<file path="src/rtl/hex_key_entry.sv">
// Operator hex keypad front end: synchronises and debounces switch/button input,
// assembles 16-bit words and hands them to the CPU over a 4-phase req/valid handshake.
module hex_key_entry #(
  parameter int DEBOUNCE_CYCLES = 200000,
  parameter int CNT_W           = 18
) (
  input  logic        clk,
  input  logic        rst_n,
  input  logic [3:0]  sw,
  input  logic        btn_push_n,
  input  logic        btn_clear_n,
  input  logic        btn_commit_n,
  input  logic        in_req,
  output logic        in_valid,
  output logic [15:0] in_data,
  output logic [15:0] entry,
  output logic [2:0]  digit_cnt,
  output logic        waiting
);

  typedef enum logic [1:0] {IDLE, WAIT_USER, HOLD} state_t;

  localparam logic [CNT_W-1:0] DB_LAST = CNT_W'(DEBOUNCE_CYCLES - 1);

  state_t           state, state_nxt;
  logic [3:0]       sw_p0, sw_p1;
  logic [2:0]       btn_p0, btn_p1;       // bit 0 push, bit 1 clear, bit 2 commit
  logic [2:0]       btn_deb, btn_deb_d;
  logic [CNT_W-1:0] db_cnt [3];
  logic [2:0]       press_evt;
  logic             push_evt, clear_evt, commit_evt, commit_acc;

  // Stage p0/p1: two-flop synchronisers; buttons idle released (high)
  always_ff @(posedge clk or negedge rst_n) begin
    if (!rst_n) begin
      sw_p0  <= '0;
      sw_p1  <= '0;
      btn_p0 <= '1;
      btn_p1 <= '1;
    end else begin
      sw_p0  <= sw;
      sw_p1  <= sw_p0;
      btn_p0 <= {btn_commit_n, btn_clear_n, btn_push_n};
      btn_p1 <= btn_p0;
    end
  end

  // Debounce: accept a new level only after DEBOUNCE_CYCLES consecutive differing samples
  always_ff @(posedge clk or negedge rst_n) begin
    if (!rst_n) begin
      btn_deb   <= '1;
      btn_deb_d <= '1;
      for (int b = 0; b < 3; b++) db_cnt[b] <= '0;
    end else begin
      btn_deb_d <= btn_deb;
      for (int b = 0; b < 3; b++) begin
        if (btn_p1[b] == btn_deb[b]) begin
          db_cnt[b] <= '0;
        end else if (db_cnt[b] == DB_LAST) begin
          btn_deb[b] <= btn_p1[b];
          db_cnt[b]  <= '0;
        end else begin
          db_cnt[b] <= db_cnt[b] + 1'b1;
        end
      end
    end
  end

  assign press_evt  = btn_deb_d & ~btn_deb;
  assign push_evt   = press_evt[0];
  assign clear_evt  = press_evt[1];
  assign commit_evt = press_evt[2];
  assign commit_acc = commit_evt && (state == WAIT_USER);

  // Entry register: an accepted commit outranks clear, which outranks push
  always_ff @(posedge clk or negedge rst_n) begin
    if (!rst_n) begin
      entry     <= '0;
      digit_cnt <= '0;
      in_data   <= '0;
    end else if (commit_acc) begin
      in_data   <= entry;
      entry     <= '0;
      digit_cnt <= '0;
    end else if (clear_evt) begin
      entry     <= '0;
      digit_cnt <= '0;
    end else if (push_evt) begin
      entry <= {entry[11:0], sw_p1};
      if (digit_cnt != 3'd4) digit_cnt <= digit_cnt + 3'd1;
    end
  end

  always_ff @(posedge clk or negedge rst_n) begin
    if (!rst_n) state <= IDLE;
    else        state <= state_nxt;
  end

  always_comb begin
    state_nxt = state;
    case (state)
      IDLE:      if (in_req) state_nxt = WAIT_USER;
      WAIT_USER: begin
        if (commit_acc)   state_nxt = HOLD;
        else if (!in_req) state_nxt = IDLE;
      end
      HOLD:      if (!in_req) state_nxt = IDLE;
      default:   state_nxt = IDLE;
    endcase
  end

  assign in_valid = (state == HOLD);
  assign waiting  = (state == WAIT_USER);

endmodule

</file>
<file path="config.mk">
export PLATFORM = sky130hd
export DESIGN_NAME = hex_key_entry
export DESIGN_NICKNAME = d
export VERILOG_FILES = /design/src/rtl/hex_key_entry.sv
export SDC_FILE = /design/constraint.sdc
export NUM_CORES = 1
export LEC_CHECK = 0
export CORE_MARGIN = 1
export CORE_UTILIZATION = 55
export CTS_CLUSTER_DIAMETER = 60
export DETAILED_ROUTE_END_ITERATION = 16
export HOLD_SLACK_MARGIN = 0.05
export PLACE_DENSITY_LB_ADDON = 0.1
export SKIP_CTS_REPAIR_TIMING = 1
export SYNTH_ARGS = -nofsm -noshare
export SYNTH_HDL_FRONTEND = slang
export SYNTH_SLANG_ARGS = --single-unit
</file>
<file path="constraint.sdc">
create_clock -name clk -period 2.1 [get_ports clk]
set_clock_uncertainty 0.05 [all_clocks]
set_input_delay 0.42 -clock clk [delete_from_list [all_inputs] [get_ports clk]]
set_output_delay 0.42 -clock clk [all_outputs]
set_load 0.05 [all_outputs]
</file>
==> metrics.cfg <==
[outcome]
status=finished, final reports clean

[timing]
max_slew_margin=0.616
setup_tns_ns=0
fmax_mhz=488
setup_viol=0
worstMarginPinSlew_ns=0.574
period_share=0.976
final_max_slew_viol_count=0
hold_viol_final=0
layout_min_cycle_time_ns=2.05
holdWs_ns=0.304

[cells_and_area]
layout_commonest_cell=dfrtp_1
layout.nets=514
drive_above_1_share=0.135
mostFrequentLayoutCells=dfrtp_1 (99), nor2_1 (59), nand2_1 (44)
finalInstanceArea_sq_mm=0.00571
syn_to_final_growth_pct=18.5
seq_area_sq_mm=0.00279
fillers=628
diodes=0
multi_input_area_sq_mm=0.00192

[worst_setup_path]
startpoint_type=flip-flop
ff2ff_path_depth=5
reg2reg_setup_slack_ns=0.13
crit_buf_inv=1
worstSetupPathType=reg -> out
cp_slowest_stage_delay_ns=0.82
crit_chain=clkdlybuf4s50_1
crit_arrival_ns=1.58
slowest_stage=clkdlybuf4s50_1
endpoint_kind=primary output
r2r_end=btn_deb[1]$_DFFE_PN1P_
reg2reg_from=db_cnt[18]$_DFF_PN0_
required_ns=1.63
path_delay_family=buffers and inverters
worstPathMaxFanout=4

[power_and_ir_drop]
power_mw=3.49
p_per_area_mw_per_mm2=611
leakage_nw=2.62
ir_worst_vdd_uv=417

[routing]
vias=3376
drt_first_pass_iters=4
drt-total-wl_mm=8.86
viasPerCell=5.54
drc_errors=0
wire_per_inst_microns=14.5
drtAntennaViolNets=0
initialDrtViolationCount=142

[clock_tree]
clock_latency_ns=0.35
root_buffer=clkbuf_8
htreeDepth=3
numCtsBuffers=9
cts_tree=done
ctsLongestPathBuffers=2
cts.clk_slew.worst_paths_ns=0.09
cts_sinks=111

[synth]
synthCells=439
syn-cell-area_sq_mm=0.00482
synth_ff_type=dfrtp_1
syn_nets=454
synth_top_area_frac=0.514
synth_area_per_cell_sq_um=11.0
synth_cell_types=46
ys_seq_area_frac=0.579
synth-seq-cells=111
yosysTopAreaCell=dfrtp_1
yosysWarnings=0
synth_edf_count=0
synthArstFlopShare=1.00
synthTopCellsByArea=dfrtp_1 (51%), dfstp_2 (6.5%), xnor2_1 (5.3%), nor2_1 (4.6%), mux2_2 (4.2%)

[global_routing]
grt_pass1_vias=3095
antenna_found_initial=0
grt_start_max_net_pins=50
grt_usage=0.207
grt_overflow_total=0
grt_pass1_wl_mm=14.5

[worst_hold_path]
min-delay-start=sw_p0[1]$_DFF_PN0_
hold_end=sw_p1[1]$_DFF_PN0_
hold_depth=0
hp-class=reg -> reg

[die]
die_w_microns=95.6
die_h_microns=95.6
fp-row-count=33
core_region_area_sq_mm=0.00834
start_util=0.578
io_pins=47
die-area_sq_mm=0.00915

[placed_design]
dpl_cell_area_sq_mm=0.00547
gp_congestion=0.924
io_buffers=46
dp_hpwl_mm=6.28

[job]
maxCapViolCount=0

power breakdown:
| part | switching [mW] | internal [mW] | total, mW |
|---|---|---|---|
| clock network | 0.663 | 0.500 | 1.16 |
| logic | 0.0833 | 0.0528 | 0.136 |
| registers | 0.0203 | 2.17 | 2.19 |
synth_stat cells, types with 2 or more instances:
| master | n |
|---|---|
| xnor2_1 | 29 |
| nor2_1 | 59 |
| and4_1 | 4 |
| nor4_1 | 14 |
| buf_2 | 3 |
| dfstp_2 | 12 |
| nand3b_1 | 2 |
| clkbuf_1 | 7 |
| dfrtp_1 | 99 |
| nor2b_1 | 3 |
| a21oi_1 | 21 |
| nand2_1 | 44 |
| a31oi_1 | 2 |
| buf_6 | 2 |
| nand4bb_1 | 2 |
| nor3b_1 | 2 |
| mux2i_1 | 3 |
| o21ai_0 | 2 |
| ha_1 | 5 |
| or3_1 | 4 |
| xor2_1 | 17 |
| and2_1 | 2 |
| and3_1 | 3 |
| nand4_1 | 21 |
| nor3_1 | 10 |
| inv_1 | 10 |
| mux2_2 | 18 |
| nand3_1 | 21 |
per-layer routing:
| layer | part of all wire | vias up | routed length, microns | GRT usage |
|---|---|---|---|---|
| met5 | 0 | - | 0 | 0 |
| met2 | 0.48 | 68 | 4250 | 0.325 |
| met3 | 0.039 | 8 | 341 | 0.0478 |
| met4 | 0.0064 | 0 | 57 | 0.0448 |
| met1 | 0.48 | 1657 | 4210 | 0.295 |
| li1 | - | 1643 | - | - |
cells by family after synthesis:
logic type / count (synthesis) / synth area share
xor gates and xnor gates: 46 / 0.0835
muxes: 22 / 0.0506
DFF: 111 / 0.579
AOI/OAI and AO/OA: 33 / 0.0441
buffers and inverters: 23 / 0.0226
adders and majority gates: 5 / 0.0130
and+or+nand+nor: 199 / 0.207
flip-flops by register name, summed over array words and instances (netlist names):
signal     flops
state          2
btn_p0         3
sw_p1          4
btn_deb_d      3
digit_cnt      3
entry         16
in_data       16
btn_deb        3
btn_p1         3
sw_p0          4
db_cnt        54
layout make-up:
class | instances | share of cell area
Timing Repair Buffer | 62 | 0.113
Clock buffer | 12 | 0.0272
Multi-Input combinational cell | 305 | 0.336
Sequential cell | 111 | 0.489
Clock inverter | 4 | 0.00526
Tap cell | 105 | 0.0230
Inverter | 10 | 0.00657
worst max path at each step:
stage / startpoint / end / slack [ns] / cells after the start
after floorplan: db_cnt[18]$_DFF_PN0_ / btn_deb[1]$_DFFE_PN1P_ / 0.29 / 5
after global placement: db_cnt[18]$_DFF_PN0_ / db_cnt[33]$_DFF_PN0_ / 0.18 / 5
after detailed placement: db_cnt[18]$_DFF_PN0_ / db_cnt[31]$_DFF_PN0_ / 0.13 / 5
after CTS: entry[1]$_DFFE_PN0P_ / entry[1] / -0.03 / 1
after global routing: db_cnt[18]$_DFF_PN0_ / btn_deb[1]$_DFFE_PN1P_ / -0.02 / 5
final: entry[6]$_DFFE_PN0P_ / entry[6] / 0.05 / 1
stage by stage:
step	util	worst slack, ns	instances
floorplan	-	0.289	439
global placement	0.655	0.179	591
detailed placement	0.655	0.125	591
CTS	0.677	-0.0336	607
global route	0.685	-0.0201	609
finish	0.685	0.0499	609
worst reg2reg max path, delay by kind of cell, from the launching register on:
family	cells	cell delay (ns)
adders and majority gates	1	0.23
DFF	1	0.38
and+or+nand+nor	3	0.90
muxes	1	0.34
Note: power is estimated with default switching activity, not from simulation.
==> patch (config.mk and constraints unchanged) <==
Re-encode `state_t` (3 states) as one-hot, 3 bits wide.
--- a/src/rtl/hex_key_entry.sv
+++ b/src/rtl/hex_key_entry.sv
@@ -18,7 +18,7 @@
   output logic        waiting
 );
 
-  typedef enum logic [1:0] {IDLE, WAIT_USER, HOLD} state_t;
+  typedef enum logic [2:0] {IDLE = 3'b001, WAIT_USER = 3'b010, HOLD = 3'b100} state_t;
 
   localparam logic [CNT_W-1:0] DB_LAST = CNT_W'(DEBOUNCE_CYCLES - 1);
 
Formal check against the unedited RTL: no difference found for any inputs over 10 cycles, from zero or initial values and one cycle with rst_n low; not proved beyond that.
==> patch against the original RTL <==
Area after synthesis shrank 0.34%. Final area is essentially flat. Power grew 4.1%. Critical path type unchanged. Maximum frequency grew 1.1%. Hold slack gained 2.3 ps. Sequential cell count grew 1. Register-to-register slack gained 120 ps. Worst setup slack gained 21 ps. Routed wire length shrank 3.0%.
==> patch: results <==
set metrics [dict create \
    max_stage_delay_ps 810 \
    ys_seq_area_frac 0.5866 \
    diodes 0 \
    numPortBuffers 46 \
    async_reset_ff_frac 1.000 \
    synth_common_cells "dfrtp_1 (99), nor2_1 (58), nand2_1 (48)" \
    synthTopCellsByArea "dfrtp_1 (52%), dfstp_2 (7.1%), xnor2_1 (5.8%)" \
    num-fill-cells 643 \
    place_area_um2 5466 \
    clock_latency_ps 360 \
    cts.clk_slew.worst_paths_ps 100 \
    antenna_found_initial 0 \
    startpoint "entry[15]" \
    gp_congestion 0.8553 \
    grt_max_degree 45 \
    wl_per_cell_um 14.13 \
    syn_avg_cell_area_um2 10.90 \
    drive_above_1_share 0.1372 \
    critPathMaxFanout 3 \
    slew_headroom 0.6381 \
    place_ws_ps 269.5 \
    r2r_slack_ps 250 \
    min_path_type "reg2reg" \
    clk_path_buf_depth 2 \
    htree_num_levels 3 \
    critPathTopFamily "buffers and inverters" \
    dpl.hpwl_um 6024 \
    regToRegStartpoint "db_cnt[5]" \
    grt_pass1_wl_um 14620 \
    rr_worst_depth 4 \
    critPathArrivalTime_ps 1560 \
    yosysWarnings 0 \
    p_leak_uw 0.002657 \
    hold_start "sw_p0[0]" \
    ir_drop_mv 0.3960 \
    syn_nets 456 \
    status "completed" \
    drt_pass1_iterations 4 \
    grt_pass1_vias 3201 \
    final_core_util 0.6844 \
    endpoint "entry[15]" \
    dp_cells 592 \
    viasPerCell 5.411 \
    via_count 3290 \
    cts-root-buf "clkbuf_8" \
    fin_crit_sh 0.9660 \
    track_usage 0.2096 \
    first_iter_violations 82 \
    synth_cell_type_count 35 \
    r2r_end "db_cnt[17]" \
]
-- patch: routing by layer --
layer / share of wire / global-route usage
met2: 0.50 / 0.3470
met3: 0.037 / 0.04545
met5: 0 / 0
met1: 0.45 / 0.2722
met4: 0.013 / 0.07463
-- patch: area by class of cell --
type | count | area [um2] | area share
clock buffer | 9 | 123.9 | 0.02170
clock inverter | 6 | 67.56 | 0.01184
inverter | 12 | 45.04 | 0.007891
multi-input combinational | 306 | 1911 | 0.3347
sequential | 112 | 2819 | 0.4939
tap | 105 | 131.4 | 0.02302
timing repair buffer | 58 | 610.6 | 0.1070
-- patch: cells by family after synthesis --
logic type / Yosys count / share of synthesized area
compound gates: 36 / 0.04400
xor+xnor: 47 / 0.08566
fa+ha+maj: 5 / 0.01302
buf+inv: 23 / 0.01926
flops: 112 / 0.5866
mux: 20 / 0.04660
simple gates: 198 / 0.2049
-- patch: how the worst min path moves through the flow --
stage | end | slack (ps) | depth (start not counted)
floorplan | db_cnt[0] | 70 | 0
global placement | sw_p1[3] | 280 | 0
detailed placement | sw_p1[0] | 290 | 0
CTS | in_data[4] | -60 | 1
global route | sw_p1[2] | 320 | 0
finish | sw_p1[0] | 310 | 0
-- patch: worst reg2reg max path, stage by stage (launching register included) --
cell     delay [ps]
dfrtp_1         480
nand4_4         170
or4_4           560
or3_1           350
a21oi_1         160
-- patch: report_power, final --
part / switching [uW] / leakage [uW] / internal, uW / total [uW]
Combinational: 92.9 / 0.00107 / 60.3 / 153
Sequential: 31.0 / 0.00149 / 2200 / 2230
Clock: 697 / 0.0000921 / 551 / 1250
